### src/rtl/da_spi_serializer.sv
// Serialises 8-bit samples into 16-bit SYNC/SCLK/DIN frames for a DAC081S101-style DAC.
// Optional DA_HOLD_LAST_EN adds a one-entry pending buffer for back-to-back frames.
module da_spi_serializer #(
  parameter int unsigned CLK_DIV   = 2,
  parameter int unsigned FRAME_GAP = 2
) (
  input  logic       sys_clk,
  input  logic       rst,
  input  logic [7:0] da_data,
  input  logic       da_valid,
  output logic       da_ready,
  output logic       dac_sync_n,
  output logic       dac_sclk,
  output logic       dac_din,
  output logic       frame_done
);

  localparam int unsigned DivW = (CLK_DIV > 1) ? $clog2(CLK_DIV) : 1;
  localparam int unsigned GapW = (FRAME_GAP > 1) ? $clog2(FRAME_GAP) : 1;
  localparam logic [DivW-1:0] DivLast = DivW'(CLK_DIV - 1);
  localparam logic [GapW-1:0] GapLast = GapW'(FRAME_GAP - 1);

  localparam logic [1:0] StIdle  = 2'd0;
  localparam logic [1:0] StLoad  = 2'd1;
  localparam logic [1:0] StShift = 2'd2;
  localparam logic [1:0] StGap   = 2'd3;

  logic [1:0]      state_q, state_d;
  logic [DivW-1:0] div_q, div_d;
  logic            sclk_low_q, sclk_low_d;
  logic [3:0]      bit_q, bit_d;
  logic [GapW-1:0] gap_q, gap_d;
  logic [15:0]     shift_q, shift_d;
  logic            accept;

  function automatic logic [15:0] frame_word(input logic [7:0] d);
    return {4'b0000, d, 4'b0000};
  endfunction

`ifdef DA_HOLD_LAST_EN
  logic       pend_full_q, pend_full_d;
  logic [7:0] pend_data_q, pend_data_d;
  logic       gap_end;

  assign gap_end  = (state_q == StGap) && (gap_q == GapLast);
  assign da_ready = !rst && !pend_full_q;
`else
  assign da_ready = !rst && (state_q == StIdle);
`endif

  assign accept = da_valid && da_ready;

  always_comb begin
    state_d    = state_q;
    div_d      = div_q;
    sclk_low_d = sclk_low_q;
    bit_d      = bit_q;
    gap_d      = gap_q;
    shift_d    = shift_q;
`ifdef DA_HOLD_LAST_EN
    pend_full_d = pend_full_q;
    pend_data_d = pend_data_q;
    // Samples arriving mid-frame park here; the one at GAP end is loaded directly
    if (accept && (state_q != StIdle) && !gap_end) begin
      pend_full_d = 1'b1;
      pend_data_d = da_data;
    end
`endif
    unique case (state_q)
      StIdle: begin
        if (accept) begin
          state_d = StLoad;
          shift_d = frame_word(da_data);
        end
      end
      StLoad: begin
        state_d    = StShift;
        div_d      = '0;
        sclk_low_d = 1'b0;
        bit_d      = 4'd0;
      end
      StShift: begin
        if (div_q == DivLast) begin
          div_d = '0;
          if (!sclk_low_q) begin
            sclk_low_d = 1'b1;
          end else begin
            sclk_low_d = 1'b0;
            if (bit_q == 4'd15) begin
              state_d = StGap;
              gap_d   = '0;
            end else begin
              bit_d   = bit_q + 4'd1;
              shift_d = {shift_q[14:0], 1'b0};
            end
          end
        end else begin
          div_d = div_q + DivW'(1);
        end
      end
      StGap: begin
        if (gap_q == GapLast) begin
          state_d = StIdle;
`ifdef DA_HOLD_LAST_EN
          if (pend_full_q) begin
            state_d     = StLoad;
            shift_d     = frame_word(pend_data_q);
            pend_full_d = 1'b0;
          end else if (accept) begin
            state_d = StLoad;
            shift_d = frame_word(da_data);
          end
`endif
        end else begin
          gap_d = gap_q + GapW'(1);
        end
      end
      default: state_d = StIdle;
    endcase
  end

  always_ff @(posedge sys_clk) begin
    if (rst) begin
      state_q    <= StIdle;
      div_q      <= '0;
      sclk_low_q <= 1'b0;
      bit_q      <= 4'd0;
      gap_q      <= '0;
      shift_q    <= 16'h0000;
`ifdef DA_HOLD_LAST_EN
      pend_full_q <= 1'b0;
      pend_data_q <= 8'h00;
`endif
    end else begin
      state_q    <= state_d;
      div_q      <= div_d;
      sclk_low_q <= sclk_low_d;
      bit_q      <= bit_d;
      gap_q      <= gap_d;
      shift_q    <= shift_d;
`ifdef DA_HOLD_LAST_EN
      pend_full_q <= pend_full_d;
      pend_data_q <= pend_data_d;
`endif
    end
  end

  // Outputs are forced to idle levels combinationally while rst is high
  assign dac_sync_n = rst || !((state_q == StLoad) || (state_q == StShift));
  assign dac_sclk   = rst || !((state_q == StShift) && sclk_low_q);
  assign dac_din    = !rst && ((state_q == StLoad) || (state_q == StShift)) && shift_q[15];
  assign frame_done = !rst && (state_q == StGap) && (gap_q == '0);

endmodule

### config.mk
export PLATFORM = sky130hd
export DESIGN_NAME = da_spi_serializer
export DESIGN_NICKNAME = d
export VERILOG_FILES = /design/src/rtl/da_spi_serializer.sv
export SDC_FILE = /design/constraint.sdc
export NUM_CORES = 1
export LEC_CHECK = 0
export ABC_AREA = 1
export CAP_MARGIN = 20
export CORE_MARGIN = 2
export CORE_UTILIZATION = 45
export DETAILED_ROUTE_END_ITERATION = 8
export MAX_ROUTING_LAYER = met4
export PLACE_DENSITY_LB_ADDON = 0.05
export SYNTH_ARGS = -nofsm -noshare
export SYNTH_HDL_FRONTEND = slang
export SYNTH_SLANG_ARGS = --single-unit
export TNS_END_PERCENT = 10
### constraint.sdc
create_clock -name sys_clk -period 4.01 [get_ports sys_clk]
set_clock_uncertainty 0.1 [all_clocks]
set_input_delay 0.802 -clock sys_clk [delete_from_list [all_inputs] [get_ports sys_clk]]
set_output_delay 0.802 -clock sys_clk [all_outputs]
set_load 0.02 [all_outputs]
### Word-level counts from Yosys, hierarchy flattened

Cells that the tools add are included.

| operators by class | value |
|---|---|
| add/sub/neg operators | 3 |
| equality and inequality tests | 10 |
| muxes and demuxes | 25 |
| bitwise gates (word level) | 1 |
| reduce and logical (&&, ||, !) cells | 22 |

Operators with widths:

| kind | count |
|---|---|
| $mux 16 | 4 |
| $pmux 16 s2 | 1 |
| $mux 4 | 3 |
| $ne 2x2->1 const B | 6 |
| $mux 2 | 5 |
| $reduce_and 5->1 | 2 |
| $pmux 2 s4 | 1 |
| $pmux 4 s2 | 1 |
| $reduce_and 4->1 | 2 |
| $logic_and 1x1->1 | 7 |
| $mux 1 | 7 |
| $pmux 1 s2 | 3 |
| $reduce_bool 2->1 | 3 |
| $add 4x1->4 const B | 1 |
| $eq 2x2->1 const B | 2 |
| $eq 4x4->1 const B | 1 |
| $logic_not 1->1 | 3 |
| $logic_or 1x1->1 | 3 |
| $add 1x1->1 const B | 2 |
| $eq 2x1->1 const B | 1 |
| $logic_not 2->1 | 1 |
| $reduce_and 2->1 | 1 |
| $not 1->1 | 1 |

| word-level totals | value |
|---|---|
| bits of input ports | 11 |
| flip-flop bits (word level) | 25 |
| logic and storage cells | 67 |
| output and inout bits | 5 |

### Depth between registers and ports, before layout

| logic depth | value |
|---|---|
| word-level depth | 5 |
| gate-level depth with buffers | 10 |
| gate-level depth less buffers | 8 |

### Least setup slack after synthesis

No wires, ideal clock.

| timing | value |
|---|---|
| kind | in2out |
| start | input rst |
| end | output dac_din |
| path buffers | 1 |
| cell stages on the path | 4 |
| required time | 3108 ps |
| path slack | 1615 ps |
| arrival time | 1493 ps |
| cells stage by stage | inv_2 buf_2 nand2_1 nor2_1 |

| on the way | value |
|---|---|
| longest elaborated chain between the ends | 3 |

Ends and longest elaborated chain:

| what | line | source |
|---|---|---|
| from (decl) | 8 | `input logic rst,` |
| $logic_not 1->1 | 151 | `assign dac_din = !rst && ((state_q == StLoad) \|\| (state_q == StShift)) && shift_q[15];` |
| $logic_and 1x1->1 (2 in series) | 151 |  |
| to (decl) | 14 | `output logic dac_din,` |

No other way between the ends.

### Worst setup path in the final report

Ends and elaborated chain as after synthesis.

==> impl_metrics.env <==
export IMPL_ir_drop_mv=0.3991
export IMPL_power_leakage_nw=0.5913
export IMPL_grt_max_degree=26
export IMPL_core_area_mm2=0.002522
export IMPL_overflow=0
export IMPL_place_area_mm2=0.001336
export IMPL_yosysWarnings=0
export IMPL_die_height_um=56.15
export IMPL_start_kind="input pin"
export IMPL_critical_path_endpoint_type="primary output"
export IMPL_cts_resized=0
export IMPL_maxSlewHeadroom_pct=76.13
export IMPL_tns_ns=0
export IMPL_diodes=0
export IMPL_layout_commonest_cell="nand2_1"
export IMPL_fin_crit_ns=3.394
export IMPL_cts_tree="done"
export IMPL_rsz0062_at_grt="no"
export IMPL_dieArea_mm2=0.003152
export IMPL_syn_area_per_cell_um2=6.798
export IMPL_crit_fanout=20
export IMPL_clk_pin_slew_ns=0.12
export IMPL_yosysTopAreaCell="dfxtp_1"
export IMPL_grtUsageTotal_pct=15.58
export IMPL_slowest_stage="clkdlybuf4s50_1"
export IMPL_via_per_inst=5.064
export IMPL_fin_area_mm2=0.001363
export IMPL_grt_use_met2_pct=25.38
export IMPL_cp_data_arrival_time_ns=2.49
export IMPL_use_met3_pct=2.093
export IMPL_wire_per_inst_um=10.80
export IMPL_root_buffer="clkbuf_4"
export IMPL_fillers=255
export IMPL_min_path_type="register to register"
export IMPL_cts_buffers=3
export IMPL_worstPathRequired_ns=3.11
export IMPL_globalRouteMet1Util_pct=19.91
export IMPL_portBuffers=15
export IMPL_wl_um=2377
export IMPL_slew_viol_final=0
export IMPL_dp_hpwl_um=1646
export IMPL_critPathBufInv=3
export IMPL_vias=1114
export IMPL_worst_pin_slew_ns=0.3575
export IMPL_synth_area_mm2=0.001224
export IMPL_yosysUniqueCellTypes=19
export IMPL_synth_top_area_share_pct=34.36
export IMPL_ant_nets=0
export IMPL_place_congestion=0.7218
export IMPL_setup_viol=0
export IMPL_cts_setup_buffers=0
export IMPL_max_stage_delay_ns=0.61
export IMPL_layout_common_cells="nand2_1 (50), nor2_1 (25), nand3_1 (22), dfxtp_1 (21), a21oi_1 (17)"
export IMPL_critPathKind="input pin to primary output"
export IMPL_seq_area_frac_synth_pct=34.36
export IMPL_syn_num_nets=197
export IMPL_initial_core_util_pct=48.51
export IMPL_grt_pass1_vias=943
export IMPL_fmax_mhz=294.6
export IMPL_nets=208
export IMPL_drive_above_1_share_pct=5.789
export IMPL_cap_violations=0
export IMPL_drt_iter0_markers=46
export IMPL_syn_inst=180
export IMPL_fin_crit_sh_pct=84.65
export IMPL_htree_levels=1
export IMPL_grt_antenna_before_repair=0
export IMPL_area_delta_synth_final_pct=11.35
export IMPL_clock_path_buffers=2
export IMPL_top_level_ports=16
export IMPL_synth_area_top_cells="dfxtp_1 (34%), nand2_1 (15%), nand3_1 (9.0%)"
export IMPL_dr_pass1_iters=4
export IMPL_grt_first_pass_wirelength_um=3960
export IMPL_ys_ff_latch=21
export IMPL_cts_sinks=21
export IMPL_die_width_um=56.15
export IMPL_clock_latency_ns=0.30
export IMPL_cts_hold_buf=0
export IMPL_outcome="finished clean"
export IMPL_path_delay_family="buffers and inverters"
export IMPL_hold_viol=0
export IMPL_drcViolationCount=0
export IMPL_critPathMostFrequentCell="clkdlybuf4s50_1"
export IMPL_rows=18
export IMPL_powerDensity_mw_per_mm2=607.4
export IMPL_worstPathCellList="clkdlybuf4s50_1 -> inv_2 -> nand2_1 -> nor2_1 -> clkdlybuf4s50_1"
export IMPL_top_usage_layer="met2"
-- sequential cells by signal (all words and copies together) (netlist names) --
| signal | flops |
|---|---|
| shift_q | 12 |
| state_q | 2 |
| div_q | 1 |
| sclk_low_q | 1 |
| gap_q | 1 |
| bit_q | 4 |
-- worst reg2reg max path, delay by kind of cell (launching register included) --
family / cells / cell delay, ns
fa+ha+maj: 1 / 0.20
buf+inv: 3 / 0.53
flops: 1 / 0.40
simple gates: 5 / 0.57
-- where the power goes --
part / internal (mW) / switching (mW) / total [mW]
Clock: 0.0388 / 0.0651 / 0.104
Sequential: 0.263 / 0.0340 / 0.297
Combinational: 0.154 / 0.272 / 0.426
-- path summary, 6_finish.rpt --
path               from          to  slack [ns]  cells past startpoint
max                 rst     dac_din        0.62                      5
min               gap_q       gap_q        0.39                      2
max reg2reg  state_q[0]  shift_q[8]        2.13                      9
min reg2reg       gap_q       gap_q        0.39                      2
-- synth_stat cells (all sizes together) --
cell    count
o21ai       1
nand3b      2
a211oi      1
a21oi      17
dfxtp      21
nor3b       1
ha          6
nor2       25
nand4       1
buf        10
nand3      22
nand2      54
inv        12
a21boi      7
-- stage by stage --
stage / power [mW] / utilization [%] / cells / hold slack [ns] / setup slack [ns]
after floorplan: 0.6945 / - / 180 / 0.3435 / 1.615
after CTS: 0.8346 / 54.02 / 220 / 0.3897 / 0.6160
after global placement: 0.7196 / 52.98 / 216 / 0.3627 / 0.6522
after detailed placement: 0.7281 / 52.98 / 216 / 0.3700 / 0.6352
after global routing: 0.9086 / 54.02 / 220 / 0.4223 / 0.4718
final: 0.8277 / 54.02 / 220 / 0.3894 / 0.6157
-- kinds of logic after synthesis --
group / Yosys count / synth area share (%)
AND/OR/NAND/NOR: 105 / 36.81
AO/OA/AOI/OAI: 26 / 12.27
buffers and inverters: 22 / 10.43
flip-flops: 21 / 34.36
adder cells (fa/ha/maj): 6 / 6.135
-- area by class of cell --
type	instances	area [um^2]	area share (%)
Multi-Input combinational cell	137	675.6	49.59
Clock buffer	4	26.28	1.928
Sequential cell	21	420.4	30.85
Timing Repair Buffer	16	157.7	11.57
Tap cell	30	37.54	2.755
Inverter	12	45.04	3.306
-- routing by layer --
metal | vias up | routed length [um]
met4 | 0 | 24
met2 | 22 | 1057
li1 | 596 | -
met3 | 4 | 93
met1 | 492 | 1202
met5 | - | 0
Note: power is estimated with default switching activity, not from simulation.
